`src/rtl/if_spi_slave.sv`:
```
// Mode-0 SPI slave: MOSI words are deserialised into an RX FIFO, TX FIFO words are serialised onto MISO.
// All SPI pins are oversampled in the clk domain.
module if_spi_slave #(
    parameter int                    DATA_WIDTH = 16,
    parameter int                    RX_DEPTH   = 128,
    parameter int                    TX_DEPTH   = 128,
    parameter logic [DATA_WIDTH-1:0] FILL_WORD  = '0
) (
    input  logic                  clk,
    input  logic                  n_rst,
    input  logic                  cs,
    input  logic                  sclk,
    input  logic                  mosi,
    output logic                  miso,
    input  logic [DATA_WIDTH-1:0] in_data,
    input  logic                  in_ena,
    output logic                  tx_full,
    input  logic                  rd_req,
    output logic [DATA_WIDTH-1:0] out_data,
    output logic                  have_msg,
    output logic [7:0]            len,
    output logic                  frame_err,
    output logic                  overflow,
    output logic [1:0]            dbg_state
);
    localparam int RAW = $clog2(RX_DEPTH);
    localparam int TAW = $clog2(TX_DEPTH);
    localparam int CW  = $clog2(DATA_WIDTH);

    typedef enum logic [1:0] {IDLE = 2'd0, SHIFT = 2'd1, ABORT = 2'd2} state_t;
    state_t state;
    assign dbg_state = state;

    logic cs_meta, cs_sync, cs_d;
    logic sclk_meta, sclk_sync, sclk_d;
    logic mosi_meta, mosi_sync;

    always_ff @(posedge clk or negedge n_rst) begin
        if (!n_rst) begin
            cs_meta   <= 1'b1;
            cs_sync   <= 1'b1;
            cs_d      <= 1'b1;
            sclk_meta <= 1'b0;
            sclk_sync <= 1'b0;
            sclk_d    <= 1'b0;
            mosi_meta <= 1'b0;
            mosi_sync <= 1'b0;
        end else begin
            cs_meta   <= cs;
            cs_sync   <= cs_meta;
            cs_d      <= cs_sync;
            sclk_meta <= sclk;
            sclk_sync <= sclk_meta;
            sclk_d    <= sclk_sync;
            mosi_meta <= mosi;
            mosi_sync <= mosi_meta;
        end
    end

    logic cs_fall, cs_rise, sclk_rise, sclk_fall;
    assign cs_fall   =  cs_d & ~cs_sync;
    assign cs_rise   = ~cs_d &  cs_sync;
    assign sclk_rise = ~sclk_d &  sclk_sync;
    assign sclk_fall =  sclk_d & ~sclk_sync;

    // TX FIFO: pointers carry an extra wrap bit so full and empty are distinguishable.
    logic [DATA_WIDTH-1:0] tx_mem [TX_DEPTH];
    logic [TAW:0]          tx_wr_ptr, tx_rd_ptr;
    logic                  tx_empty;
    logic [DATA_WIDTH-1:0] tx_next;

    assign tx_empty = (tx_wr_ptr == tx_rd_ptr);
    assign tx_full  = (tx_wr_ptr[TAW] != tx_rd_ptr[TAW]) &&
                      (tx_wr_ptr[TAW-1:0] == tx_rd_ptr[TAW-1:0]);
    assign tx_next  = tx_empty ? FILL_WORD : tx_mem[tx_rd_ptr[TAW-1:0]];

    always_ff @(posedge clk) begin
        if (in_ena && !tx_full)
            tx_mem[tx_wr_ptr[TAW-1:0]] <= in_data;
    end

    always_ff @(posedge clk or negedge n_rst) begin
        if (!n_rst)
            tx_wr_ptr <= '0;
        else if (in_ena && !tx_full)
            tx_wr_ptr <= tx_wr_ptr + (TAW+1)'(1);
    end

    logic [CW-1:0]         bit_cnt;
    logic [DATA_WIDTH-1:0] tx_sh, hold;
    logic [DATA_WIDTH-2:0] rx_sh;
    logic                  word_done, cs_pend;
    logic                  rx_wr_en;
    logic [DATA_WIDTH-1:0] rx_wr_data;

    always_ff @(posedge clk or negedge n_rst) begin
        if (!n_rst) begin
            state      <= IDLE;
            bit_cnt    <= '0;
            tx_sh      <= '0;
            hold       <= '0;
            rx_sh      <= '0;
            word_done  <= 1'b0;
            cs_pend    <= 1'b0;
            miso       <= 1'b0;
            frame_err  <= 1'b0;
            rx_wr_en   <= 1'b0;
            rx_wr_data <= '0;
            tx_rd_ptr  <= '0;
        end else begin
            frame_err <= 1'b0;
            rx_wr_en  <= 1'b0;
            case (state)
                IDLE: begin
                    miso      <= 1'b0;
                    bit_cnt   <= '0;
                    word_done <= 1'b0;
                    cs_pend   <= 1'b0;
                    if (cs_fall || cs_pend) begin
                        tx_sh <= tx_next;
                        miso  <= tx_next[DATA_WIDTH-1];
                        if (!tx_empty) tx_rd_ptr <= tx_rd_ptr + (TAW+1)'(1);
                        state <= SHIFT;
                    end
                end
                SHIFT: begin
                    // cs release takes priority over any sclk edge seen in the same cycle.
                    if (cs_rise) begin
                        miso      <= 1'b0;
                        bit_cnt   <= '0;
                        word_done <= 1'b0;
                        if (bit_cnt == '0) begin
                            state <= IDLE;
                        end else begin
                            frame_err <= 1'b1;
                            state     <= ABORT;
                        end
                    end else if (sclk_rise) begin
                        rx_sh <= {rx_sh[DATA_WIDTH-3:0], mosi_sync};
                        if (bit_cnt == CW'(DATA_WIDTH-1)) begin
                            bit_cnt    <= '0;
                            rx_wr_en   <= 1'b1;
                            rx_wr_data <= {rx_sh, mosi_sync};
                            hold       <= tx_next;
                            word_done  <= 1'b1;
                            if (!tx_empty) tx_rd_ptr <= tx_rd_ptr + (TAW+1)'(1);
                        end else begin
                            bit_cnt <= bit_cnt + CW'(1);
                        end
                    end else if (sclk_fall) begin
                        if (word_done) begin
                            tx_sh     <= hold;
                            miso      <= hold[DATA_WIDTH-1];
                            word_done <= 1'b0;
                        end else begin
                            tx_sh <= tx_sh << 1;
                            miso  <= tx_sh[DATA_WIDTH-2];
                        end
                    end
                end
                ABORT: begin
                    cs_pend <= cs_fall;
                    state   <= IDLE;
                end
                default: state <= IDLE;
            endcase
        end
    end

    // RX FIFO: a completed word is written the cycle after its last sclk rise.
    logic [DATA_WIDTH-1:0] rx_mem [RX_DEPTH];
    logic [RAW-1:0]        rx_wr_ptr, rx_rd_ptr;
    logic                  rx_full, rx_do_wr, rx_do_rd;

    assign rx_full  = (len == 8'(RX_DEPTH));
    assign rx_do_wr = rx_wr_en && !rx_full;
    assign rx_do_rd = rd_req && (len != 8'd0);
    assign have_msg = (len != 8'd0);

    always_ff @(posedge clk) begin
        if (rx_do_wr)
            rx_mem[rx_wr_ptr] <= rx_wr_data;
    end

    always_ff @(posedge clk or negedge n_rst) begin
        if (!n_rst) begin
            rx_wr_ptr <= '0;
            rx_rd_ptr <= '0;
            len       <= '0;
            out_data  <= '0;
            overflow  <= 1'b0;
        end else begin
            if (rx_wr_en && rx_full) overflow <= 1'b1;
            if (rx_do_wr) rx_wr_ptr <= rx_wr_ptr + RAW'(1);
            if (rx_do_rd) begin
                out_data  <= rx_mem[rx_rd_ptr];
                rx_rd_ptr <= rx_rd_ptr + RAW'(1);
            end
            case ({rx_do_wr, rx_do_rd})
                2'b10:   len <= len + 8'd1;
                2'b01:   len <= len - 8'd1;
                default: len <= len;
            endcase
        end
    end
endmodule

```
`config.mk`:
```
export PLATFORM = sky130hd
export DESIGN_NAME = if_spi_slave
export DESIGN_NICKNAME = d
export VERILOG_FILES = /design/src/rtl/if_spi_slave.sv
export SDC_FILE = /design/constraint.sdc
export NUM_CORES = 2
export LEC_CHECK = 0
export CORE_MARGIN = 2
export CORE_UTILIZATION = 50
export DETAILED_ROUTE_END_ITERATION = 8
export PLACE_DENSITY_LB_ADDON = 0.15
export SYNTH_ARGS = -nofsm -noshare
export SYNTH_HDL_FRONTEND = slang
export SYNTH_SLANG_ARGS = --single-unit
```
`constraint.sdc`:
```
create_clock -name clk -period 4.6 [get_ports clk]
set_input_delay 0.46 -clock clk [delete_from_list [all_inputs] [get_ports clk]]
set_output_delay 0.46 -clock clk [all_outputs]
set_load 0.01 [all_outputs]
```
==> flow_summary.toml <==
[cells_and_area]
fin_nets = 8340
final_area_um2 = 185800
drive_above_1_share = 0.2583
syn_to_final_growth_pct = 13.42

[placed_design]
hpwl_um = 267100
portBuffers = 53
placed_cell_area_um2 = 171900
gp_congestion = 0.9199

[synth]
synth_most_common_cell = "edfxtp_1"
synth_edf_count = 4096
yosys.area.top_type_share = 0.7507
syn_area_um2 = 163900
synthFlopType = "edfxtp_1"
synth_top_family_by_area = "multiplexers"
yosys-top-cells-area = "edfxtp_1 (75%), mux4_2 (13%), mux2i_1 (2.6%)"
synth-xor-area-share = 0.002245
ys_types = 82
synth_compound_area_frac = 0.03128
yosys.area.top_type = "edfxtp_1"
mappedNetlistNets = 7714
ys_top_cells_by_count = "edfxtp_1 (4096), mux4_2 (914), mux2i_1 (418)"
synth_simple_gate_area_share = 0.02144
ys_seq_area_frac = 0.7715
synth_cells = 7677
ys_seq_elements = 4232
synth_fa_ha_area_frac = 0.001115
yosys_warnings = 0
syn_avg_cell_area_um2 = 21.34
synth_mux_area_frac = 0.1556
synthArstFlopShare = 0.03214

[power_and_ir_drop]
intPower_mw = 71.60
pwr-share-seq = 0.430
pwr_density_cell_nw_per_um2 = 544.7
power_mw = 101.2
comb_power_share = 0.230
p_switching_mw = 29.63
p_leak_nw = 59.58
sw_frac_of_total = 0.2927
max-vdd-ir-drop_v = 0.0003879
power.share.clock = 0.340

[worst_setup_path]
cp.arrival_ps = 4780
critPathKind = "register to register"
worstPathMaxFanout = 29
r2r_setup_slack_ps = 640
critPathCaptureType = "register"
cp.required_ps = 5420
cp-start-kind = "register"

[die]
ioPinCount = 54
die_w_um = 576.5
dieHeight_um = 576.5
die_area_um2 = 332300
core_um2 = 326600
row_count = 210
initial_core_util = 0.5017

[sta]
slew_headroom = 0.1840
setup_tns_ps = 0
grt_setup_unrepaired = "no"
fin_skew_ps = 60.80
hold_viol = 0
finalCriticalPeriod_ps = 3955
final-max-slew-violation-count = 0
fin_crit_sh = 0.8598
setup_violations = 0
tightest_slew_ps = 1223
clock.fmax_ghz = 0.2528

[route]
drc = 0
ant_nets = 0
wl_per_cell_um = 33.31
drt-vias-per-instance = 6.272
via_count = 81617
drt_iter0_drc = 9452
wl_um = 433500
firstDrtPassIters = 7

[clock_tree]
post_cts_buffers = 0
cts_hold_buf = 7
clkTransAtPathRegs_ps = 60
cts_resized = 0
cts_tree = "done"
clk-insertion-delay-late_ps = 980
cts_buffer_depth = 4
htree_levels = 5
cts_num_sinks = 4232
root_buffer = "clkbuf_16"
cts_buffers = 425

[global_route]
grt_max_degree = 129
grt_antenna_before_repair = 10
globalRoute.totalOverflow = 0
grt_pass1_vias = 81348
grt_pass1_wl_um = 615000
track_usage = 0.2600

[outcome]
status = "finished clean"

[flow_run]
cap_viol_max_count = 0

[worst_hold_path]
hp-class = "primary input to register"
cells in the final DEF (no fill, tap or decap), types with 95 or more instances in the layout:
cell type,n
clkbuf_16,435
dfrtp_1,106
edfxtp_1,4096
o21ai_0,100
a21oi_1,120
nor2_1,338
nand2_1,240
mux4_2,914
buf_4,550
clkbuf_1,95
mux2i_1,418
final cells by class:
| class | instances | area (um^2) |
|---|---|---|
| diodes | 3 | 7.507 |
| clock buffers | 547 | 11480 |
| clock inverters | 240 | 2355 |
| fillers | 24096 | 140800 |
| inverters | 24 | 93.84 |
| multi-input cells | 2993 | 34740 |
| flip-flops and latches | 4232 | 126500 |
| well taps | 4346 | 5438 |
| repair buffers | 627 | 5231 |
critical path: stages (launching register included):
cell	delay, ps
dfrtp_4	980
buf_12	340
buf_4	290
mux4_2	550
a221oi_1	820
nor3_1	220
nor4_1	410
nor3_1	120
final timing paths:
path / from / depth (start not counted) / to
setup / recovery: rx_rd_ptr[0]$_DFFE_PN0P_ / 7 / out_data[5]$_DFFE_PN0P_
hold / removal: in_data[0] / 1 / tx_mem[71][0]$_DFFE_PP_
setup reg to reg: rx_rd_ptr[0]$_DFFE_PN0P_ / 7 / out_data[5]$_DFFE_PN0P_
hold reg to reg: sclk_meta$_DFF_PN0_ / 0 / sclk_sync$_DFF_PN0_
max in group asynchronous: n_rst / 3 / tx_rd_ptr[0]$_DFFE_PN0P_
min in group asynchronous: n_rst / 2 / mosi_sync$_DFF_PN0_
through the flow:
step	worst slack (ps)	hold WS, ps	util	instances
3_3_place_gp	498.9	340.8	0.5264	12215
4_1_cts	607.3	26.09	0.5690	13009
3_5_place_dp	614.8	335.8	0.5264	12215
5_1_grt	479.4	72.04	0.5690	13010
6_report	644.8	34.64	0.5690	13012
2_1_floorplan	690.0	164.4	-	7677
metal layers:
| layer | part of all wire | track usage | routed length, um |
|---|---|---|---|
| met1 | 0.39 | 0.3528 | 168300 |
| met3 | 0.070 | 0.03422 | 30190 |
| met2 | 0.49 | 0.4236 | 212000 |
| met4 | 0.053 | 0.1201 | 22950 |
| met5 | 0.000025 | 0 | 11 |
power by group through the flow:
stage | combinational, mW | clock, mW | sequential [mW]
after floorplan | 15.4 | 0 | 43.6
after global placement | 23.4 | 0 | 44.3
after detailed placement | 23.5 | 0 | 44.3
after CTS | 23.5 | 34.9 | 43.5
after global routing | 24.3 | 36.3 | 43.5
final | 23.3 | 34.4 | 43.5
sequential cells by signal, summed over array words and instances, names as in the netlist, 2 cells and up:
name	count
tx_wr_ptr	8
rx_wr_data	16
out_data	16
tx_mem	2048
rx_rd_ptr	7
bit_cnt	4
rx_wr_ptr	7
len	8
tx_rd_ptr	8
tx_sh	15
hold	16
rx_mem	2048
dbg_state	2
rx_sh	15
cells by family after synthesis:
group / after synthesis
XOR/XNOR: 42
AO/OA/AOI/OAI: 739
flip-flops: 4232
buffers and inverters: 452
AND/OR/NAND/NOR: 802
adder cells (fa/ha/maj): 14
multiplexers: 1396
(Power assumes the default switching activity.)
